==> config.mk <==
export PLATFORM = sky130hd
export DESIGN_NAME = eth_rx2
export DESIGN_NICKNAME = d
export VERILOG_FILES = /design/src/rtl/eth_rx2.sv
export SDC_FILE = /design/constraint.sdc
export NUM_CORES = 2
export LEC_CHECK = 0
export CAP_MARGIN = 25
export CORE_MARGIN = 2
export CORE_UTILIZATION = 65
export CTS_BUF_LIST = sky130_fd_sc_hd__clkbuf_2 sky130_fd_sc_hd__clkbuf_4 sky130_fd_sc_hd__clkbuf_8
export CTS_CLUSTER_SIZE = 25
export DETAILED_ROUTE_END_ITERATION = 8
export GPL_TIMING_DRIVEN = 0
export PLACE_DENSITY_LB_ADDON = 0.25
export SYNTH_ARGS = -nofsm -noshare
export SYNTH_HDL_FRONTEND = slang
export SYNTH_SLANG_ARGS = --single-unit
==> constraint.sdc <==
create_clock -name clk -period 15.5 [get_ports clk]
set_clock_uncertainty 0.2 [all_clocks]
set_input_delay 3.1 -clock clk [delete_from_list [all_inputs] [get_ports clk]]
set_output_delay 3.1 -clock clk [all_outputs]
set_load 0.005 [all_outputs]
==> src/rtl/eth_rx2.sv <==
`default_nettype none
// ============================================================================
// Module   : eth_rx2
// Brief    : Manchester 10BASE-T frame receiver with byte buffer, done/ack
//            handshake and drop counter. Optional FCS check: ETH_RX2_CRC_EN.
// Revision : 1.0 - initial release
// ============================================================================
module eth_rx2 #(
    parameter int SPB    = 4,
    parameter int ADDR_W = 8
) (
    input  logic              clk,
    input  logic              rst,
    input  logic              clk_en,
    input  logic              rx,
    input  logic [ADDR_W-1:0] rd_addr,
    output logic [7:0]        rd_data,
    output logic              rx_done,
    output logic [ADDR_W:0]   rx_len,
    output logic              rx_ovf,
    input  logic              rx_ack,
    output logic [7:0]        rx_drop,
    output logic              rx_crc_ok,
    output logic              rx_led
);

    localparam int                 c_GAP_W   = $clog2(2*SPB+2);
    localparam logic [c_GAP_W-1:0] c_GAP_MID = c_GAP_W'(3*SPB/4);
    localparam logic [c_GAP_W-1:0] c_GAP_SIL = c_GAP_W'(2*SPB);
    localparam logic [c_GAP_W-1:0] c_GAP_MAX = c_GAP_W'(2*SPB+1);

    localparam logic [2:0] c_IDLE  = 3'd0;
    localparam logic [2:0] c_PRE   = 3'd1;
    localparam logic [2:0] c_DATA  = 3'd2;
    localparam logic [2:0] c_HOLD  = 3'd3;
    localparam logic [2:0] c_DRAIN = 3'd4;

    logic               r_rx_meta, r_rx_sync, r_rx_smp;
    logic [c_GAP_W-1:0] r_gap;
    logic [2:0]         r_state;
    logic [7:0]         r_sr;
    logic [2:0]         r_bitcnt;
    logic [ADDR_W:0]    r_wr_ptr;
    logic               r_ovf_work, r_busy;
    logic               r_done, r_ovf, r_led;
    logic [ADDR_W:0]    r_len;
    logic [7:0]         r_drop, r_rd_data;
    logic [7:0]         r_mem [0:(1<<ADDR_W)-1];

    logic       w_edge, w_accept, w_silence, w_busy_now;
    logic       w_data_start, w_byte_done, w_wr_en, w_frame_end;
    logic [7:0] w_sr_next;

    assign w_edge       = clk_en && (r_rx_sync != r_rx_smp);
    assign w_accept     = w_edge && ((r_state == c_IDLE) || (r_gap >= c_GAP_MID));
    assign w_silence    = clk_en && !w_accept && (r_gap == c_GAP_SIL) && (r_state != c_IDLE);
    assign w_sr_next    = {r_rx_sync, r_sr[7:1]};
    assign w_data_start = (r_state == c_PRE) && w_accept && (w_sr_next == 8'hD5);
    assign w_byte_done  = (r_state == c_DATA) && w_accept && (r_bitcnt == 3'd7);
    assign w_wr_en      = w_byte_done && !r_wr_ptr[ADDR_W];
    assign w_frame_end  = (r_state == c_DATA) && w_silence && (r_wr_ptr != '0);
    assign w_busy_now   = w_accept || (r_busy && !w_silence);

    // Line sampling and mid-bit gap tracking
    always_ff @(posedge clk) begin
        if (rst) begin
            r_rx_meta <= 1'b0;
            r_rx_sync <= 1'b0;
            r_rx_smp  <= 1'b0;
            r_gap     <= c_GAP_MAX;
        end else begin
            r_rx_meta <= rx;
            r_rx_sync <= r_rx_meta;
            if (clk_en) begin
                r_rx_smp <= r_rx_sync;
                if (w_accept)
                    r_gap <= '0;
                else if (r_gap != c_GAP_MAX)
                    r_gap <= r_gap + c_GAP_W'(1);
            end
        end
    end

    always_ff @(posedge clk) begin
        if (rst) begin
            r_state    <= c_IDLE;
            r_sr       <= '0;
            r_bitcnt   <= '0;
            r_wr_ptr   <= '0;
            r_ovf_work <= 1'b0;
            r_busy     <= 1'b0;
            r_done     <= 1'b0;
            r_len      <= '0;
            r_ovf      <= 1'b0;
            r_drop     <= '0;
            r_led      <= 1'b0;
        end else begin
            r_done <= 1'b0;
            case (r_state)
                c_IDLE: begin
                    if (w_accept) begin
                        r_sr    <= {r_rx_sync, 7'd0};
                        r_state <= c_PRE;
                    end
                end
                c_PRE: begin
                    if (w_accept) begin
                        r_sr <= w_sr_next;
                        if (w_data_start) begin
                            r_state    <= c_DATA;
                            r_bitcnt   <= '0;
                            r_wr_ptr   <= '0;
                            r_ovf_work <= 1'b0;
                            r_led      <= 1'b1;
                        end
                    end else if (w_silence) begin
                        r_state <= c_IDLE;
                    end
                end
                c_DATA: begin
                    if (w_accept) begin
                        r_sr     <= w_sr_next;
                        r_bitcnt <= r_bitcnt + 3'd1;
                        if (w_wr_en)
                            r_wr_ptr <= r_wr_ptr + {{ADDR_W{1'b0}}, 1'b1};
                        else if (w_byte_done)
                            r_ovf_work <= 1'b1;
                    end else if (w_silence) begin
                        r_led <= 1'b0;
                        if (w_frame_end) begin
                            r_len   <= r_wr_ptr;
                            r_ovf   <= r_ovf_work;
                            r_done  <= 1'b1;
                            r_state <= c_HOLD;
                        end else begin
                            r_state <= c_IDLE;
                        end
                    end
                end
                c_HOLD: begin
                    // A frame arriving while held is tracked only to find its end
                    r_busy <= w_busy_now;
                    if (w_accept && !r_busy && (r_drop != 8'hFF))
                        r_drop <= r_drop + 8'd1;
                    if (rx_ack && !r_done)
                        r_state <= w_busy_now ? c_DRAIN : c_IDLE;
                end
                c_DRAIN: begin
                    if (w_silence) begin
                        r_busy  <= 1'b0;
                        r_state <= c_IDLE;
                    end
                end
                default: r_state <= c_IDLE;
            endcase
        end
    end

    always_ff @(posedge clk) begin
        if (w_wr_en && !rst)
            r_mem[r_wr_ptr[ADDR_W-1:0]] <= w_sr_next;
    end

    always_ff @(posedge clk) begin
        if (rst)
            r_rd_data <= '0;
        else
            r_rd_data <= r_mem[rd_addr];
    end

`ifdef ETH_RX2_CRC_EN
    localparam logic [31:0] c_POLY_REF = 32'hEDB88320;
    localparam logic [31:0] c_RESIDUE  = 32'hC704DD7B;

    logic [31:0] r_crc, w_crc_rev;
    logic        r_crc_ok;

    function automatic logic [31:0] crc_byte(input logic [31:0] crc, input logic [7:0] d);
        logic [31:0] c;
        c = crc ^ {24'd0, d};
        for (int i = 0; i < 8; i++)
            c = c[0] ? ((c >> 1) ^ c_POLY_REF) : (c >> 1);
        return c;
    endfunction

    // The register runs reflected; the residue constant is in MSB-first order
    always_comb begin
        w_crc_rev = '0;
        for (int i = 0; i < 32; i++)
            w_crc_rev[i] = r_crc[31-i];
    end

    always_ff @(posedge clk) begin
        if (rst) begin
            r_crc    <= '1;
            r_crc_ok <= 1'b0;
        end else begin
            if (w_data_start)
                r_crc <= '1;
            else if (w_byte_done)
                r_crc <= crc_byte(r_crc, w_sr_next);
            if (w_frame_end)
                r_crc_ok <= (w_crc_rev == c_RESIDUE);
        end
    end

    assign rx_crc_ok = r_crc_ok;
`else
    assign rx_crc_ok = 1'b1;
`endif

    assign rd_data = r_rd_data;
    assign rx_done = r_done;
    assign rx_len  = r_len;
    assign rx_ovf  = r_ovf;
    assign rx_drop = r_drop;
    assign rx_led  = r_led;

endmodule
`default_nettype wire

==> summary.md <==
| Metric | Value |
|---|---|
| Hold_buf cts | 0 |
| Clock Path Buffers | 4 |
| Synth area leaders | edfxtp_1 (74%), mux4_2 (9.5%), mux2i_1 (3.9%) |
| Post-synth EDFFs | 2048 |
| Crit. End Element | flop |
| Post-Syn Instances | 4303 |
| Fmax achieved | 131 MHz |
| Root buf cell | clkbuf_8 |
| Main flop type after synthesis | edfxtp_1 |
| First-pass GRT wire length | 410000 um |
| Slew Viols, Final | 0 |
| Synth-to-layout area growth | 12.2% |
| Area after DPL | 86500 sq um |
| Crit Path Category | in2reg |
| Detailed-route DRC error count | 0 |
| Routed WL per cell | 47.4 um |
| Syn Nets | 4326 |
| TNS Setup | 0 ns |
| Vias in the first global route | 47000 |
| Post-route setup slack | 7.86 ns |
| Met2 global-route usage | 63.9% |
| Initial Utilization | 65.7% |
| CP Data Required Time | 16.11 ns |
| Seq/Total Area, Yosys | 75.7% |
| Status | completed |
| Pwr Total | 11400 uW |
| Min-Delay Path Class | reg2reg |
| Io pins | 42 |
| Top-count cell post-synth | edfxtp_1 |
| Unrepaired setup endpoints after global routing | false |
| Pwr/cell area | 122 nW/um^2 |
| Post-CTS Resized | 0 |
| Final critical-path share of the clock period | 49.3% |
| Largest net degree at the start of global routing | 91 |
| Initial drt markers | 11100 |
| CTS tree | yes |
| Number of routed nets with antenna violations | 0 |
| Die Y | 361 um |
| Gr usage total | 48.7% |
| Met3 Track Usage GR | 26.0% |
| WP data arrival | 8.25 ns |
| Slew @ Worst Pin | 1.30 ns |
| Post-synth cell types | 74 |
| Synth top area share | 74.3% |
| Ratio of cells with drive above 1 in the final layout | 22.8% |
| Cell count after placement | 6052 |
| Row cnt | 130 |
| Final hold vios | 0 |
| Post-synth ARST share | 0% |
| Leakage power figure | 0.0278 uW |
| Core area | 126000 sq um |
| Setup-failing EPs final | 0 |
| Sink Count | 2107 |
| Min Clock Period, post-route | 7.64 ns |
| #FFs+latches synth | 2107 |
| Largest area contributor in the netlist | edfxtp_1 |
| Setup Fix Bufs, Post-CTS | 0 |
| Post-synth top cells | edfxtp_1 (2048), nor2_1 (367), mux4_2 (348) |
| Num CTS Buffers | 335 |
| IO buf count | 37 |
| Worst-path clk slew | 0.06 ns |
| Initial antenna violation count | 36 |
| Final instance area | 92900 sq um |
| Skew-Pair Late Insertion Delay | 1.09 ns |
| Synthesis Warnings | 0 |
| CP max FO | 10 |
| Hpwl dp | 213000 um |
| Nets | 4767 |
| Number of iterations in the first detailed-routing pass | 9 |
| Cell Count, Final, Fillers Out | 6652 |
| Overflow after GRT | 0 |
| Synth Area per Inst | 19.2 sq um |
| Post-Syn Area | 82800 sq um |
| Busiest grt layer | met2 |
| Vias/cell | 7.66 |
| Dpl ws | 7.42 ns |
| Die span in x | 361 um |
| Type of origin of the critical path | input pin |
| MaxCap Viol Count | 0 |
| Routed WL | 315000 um |
| VDD IR-drop max | 102 uV |
| Rel. slew slack | 13.2% |
| Die area | 130000 sq um |
| Via count | 51000 |
| H-tree Lvls | 5 |
| Final GP Congestion | 1.05 |
| Met1 Use GR | 61.7% |
[final timing paths]
| path | to | start | slack, ns | depth (start not counted) |
|---|---|---|---|---|
| setup / recovery | rd_data[5] | rd_addr[2] | 7.86 | 12 |
| hold / removal | r_rx_sync | r_rx_meta | 0.25 | 1 |
| setup reg to reg | r_mem[70][6] | r_bitcnt[0] | 10.81 | 9 |
| hold reg to reg | r_rx_sync | r_rx_meta | 0.25 | 1 |
[state kept, by name, indices dropped and copies added, names as in the netlist]
| signal | flops |
|---|---|
| rx_done | 1 |
| rx_ovf | 1 |
| r_bitcnt | 3 |
| r_state | 3 |
| r_rx_smp | 1 |
| r_rx_sync | 1 |
| r_wr_ptr | 9 |
| r_gap | 4 |
| rx_led | 1 |
| r_busy | 1 |
| r_ovf_work | 1 |
| rx_len | 9 |
| r_rx_meta | 1 |
| r_sr | 7 |
| rd_data | 8 |
| rx_drop | 8 |
| r_mem | 2048 |
[metal layers]
metal | vias to the layer above | share of wire, % | wire, um
li1 | 18500 | - | -
met1 | 25400 | 31 | 98300
met2 | 5777 | 40 | 127000
met3 | 1289 | 20 | 61500
met4 | 38 | 8.9 | 27900
met5 | - | 0.15 | 484
[through the flow]
stage / hold slack, ns / util, %
floorplan: 0.214 / -
global placement: 0.217 / 67.6
detailed placement: 0.240 / 68.6
CTS: 0.249 / 73.6
global route: 0.260 / 73.6
finish: 0.248 / 73.7
[critical path: stages]
cell	delay, ns
clkdlybuf4s50_1	0.58
buf_2	0.31
or3_1	0.15
buf_2	0.44
buf_1	0.48
buf_8	0.26
clkbuf_1	0.95
o22ai_1	0.30
a211oi_1	0.54
o21ai_0	0.37
nand4_1	0.37
o22ai_1	0.34
[cells in the final DEF, fill, tap and decap left out, types with 18 or more instances in the layout]
cell type	synthesis	layout
clkdlybuf4s50_1	0	37
clkbuf_8	6	360
dfxtp_1	59	51
nor2_1	367	366
nand4_1	24	24
nand3_1	42	42
clkinv_1	0	61
buf_8	16	45
nor3_1	72	71
clkbuf_4	2	131
clkinv_2	0	26
mux2i_1	325	325
buf_2	74	79
a22oi_1	39	39
clkbuf_1	85	77
mux4_2	348	348
nand2_1	162	162
edfxtp_1	2048	2048
nor4_1	20	20
diode_2	0	18
buf_6	28	34
a21oi_1	83	83
o21ai_0	40	40
o22ai_1	102	102
a211oi_1	45	45
o221ai_1	70	70
buf_4	26	29
buf_16	0	23
[cell type report]
cell class	instances	area, sq um
sequential	2107	62700
fill	7326	33200
multi-input combinational	1931	18300
clock buffer	482	5830
tap	1650	2060
buffer	258	1810
timing repair buffer	104	1590
clock inverter	95	488
antenna	18	45.0
inverter	7	26.3
[where the power goes]
group	internal [uW]	switching (uW)	leakage [uW]	total, uW
combinational	146	436	0.00718	583
sequential	6160	3.98	0.0172	6170
clock	2450	2170	0.00338	4630
[cells by family (layout without fill, tap and decap cells)]
| group | Yosys count | in the layout | synth area share, % |
|---|---|---|---|
| multiplexers | 692 | 692 | 14.0 |
| flip-flops | 2107 | 2107 | 75.7 |
| AND/OR/NAND/NOR | 764 | 764 | 4.09 |
| adder cells (fa/ha/maj) | 10 | 10 | 0.151 |
| buffers and inverters | 265 | 946 | 2.20 |
| AO/OA/AOI/OAI | 449 | 449 | 3.71 |
| XOR/XNOR | 15 | 15 | 0.168 |
| other | 1 | 19 | 0.00453 |
No activity file was read; power rests on OpenSTA's default activity.
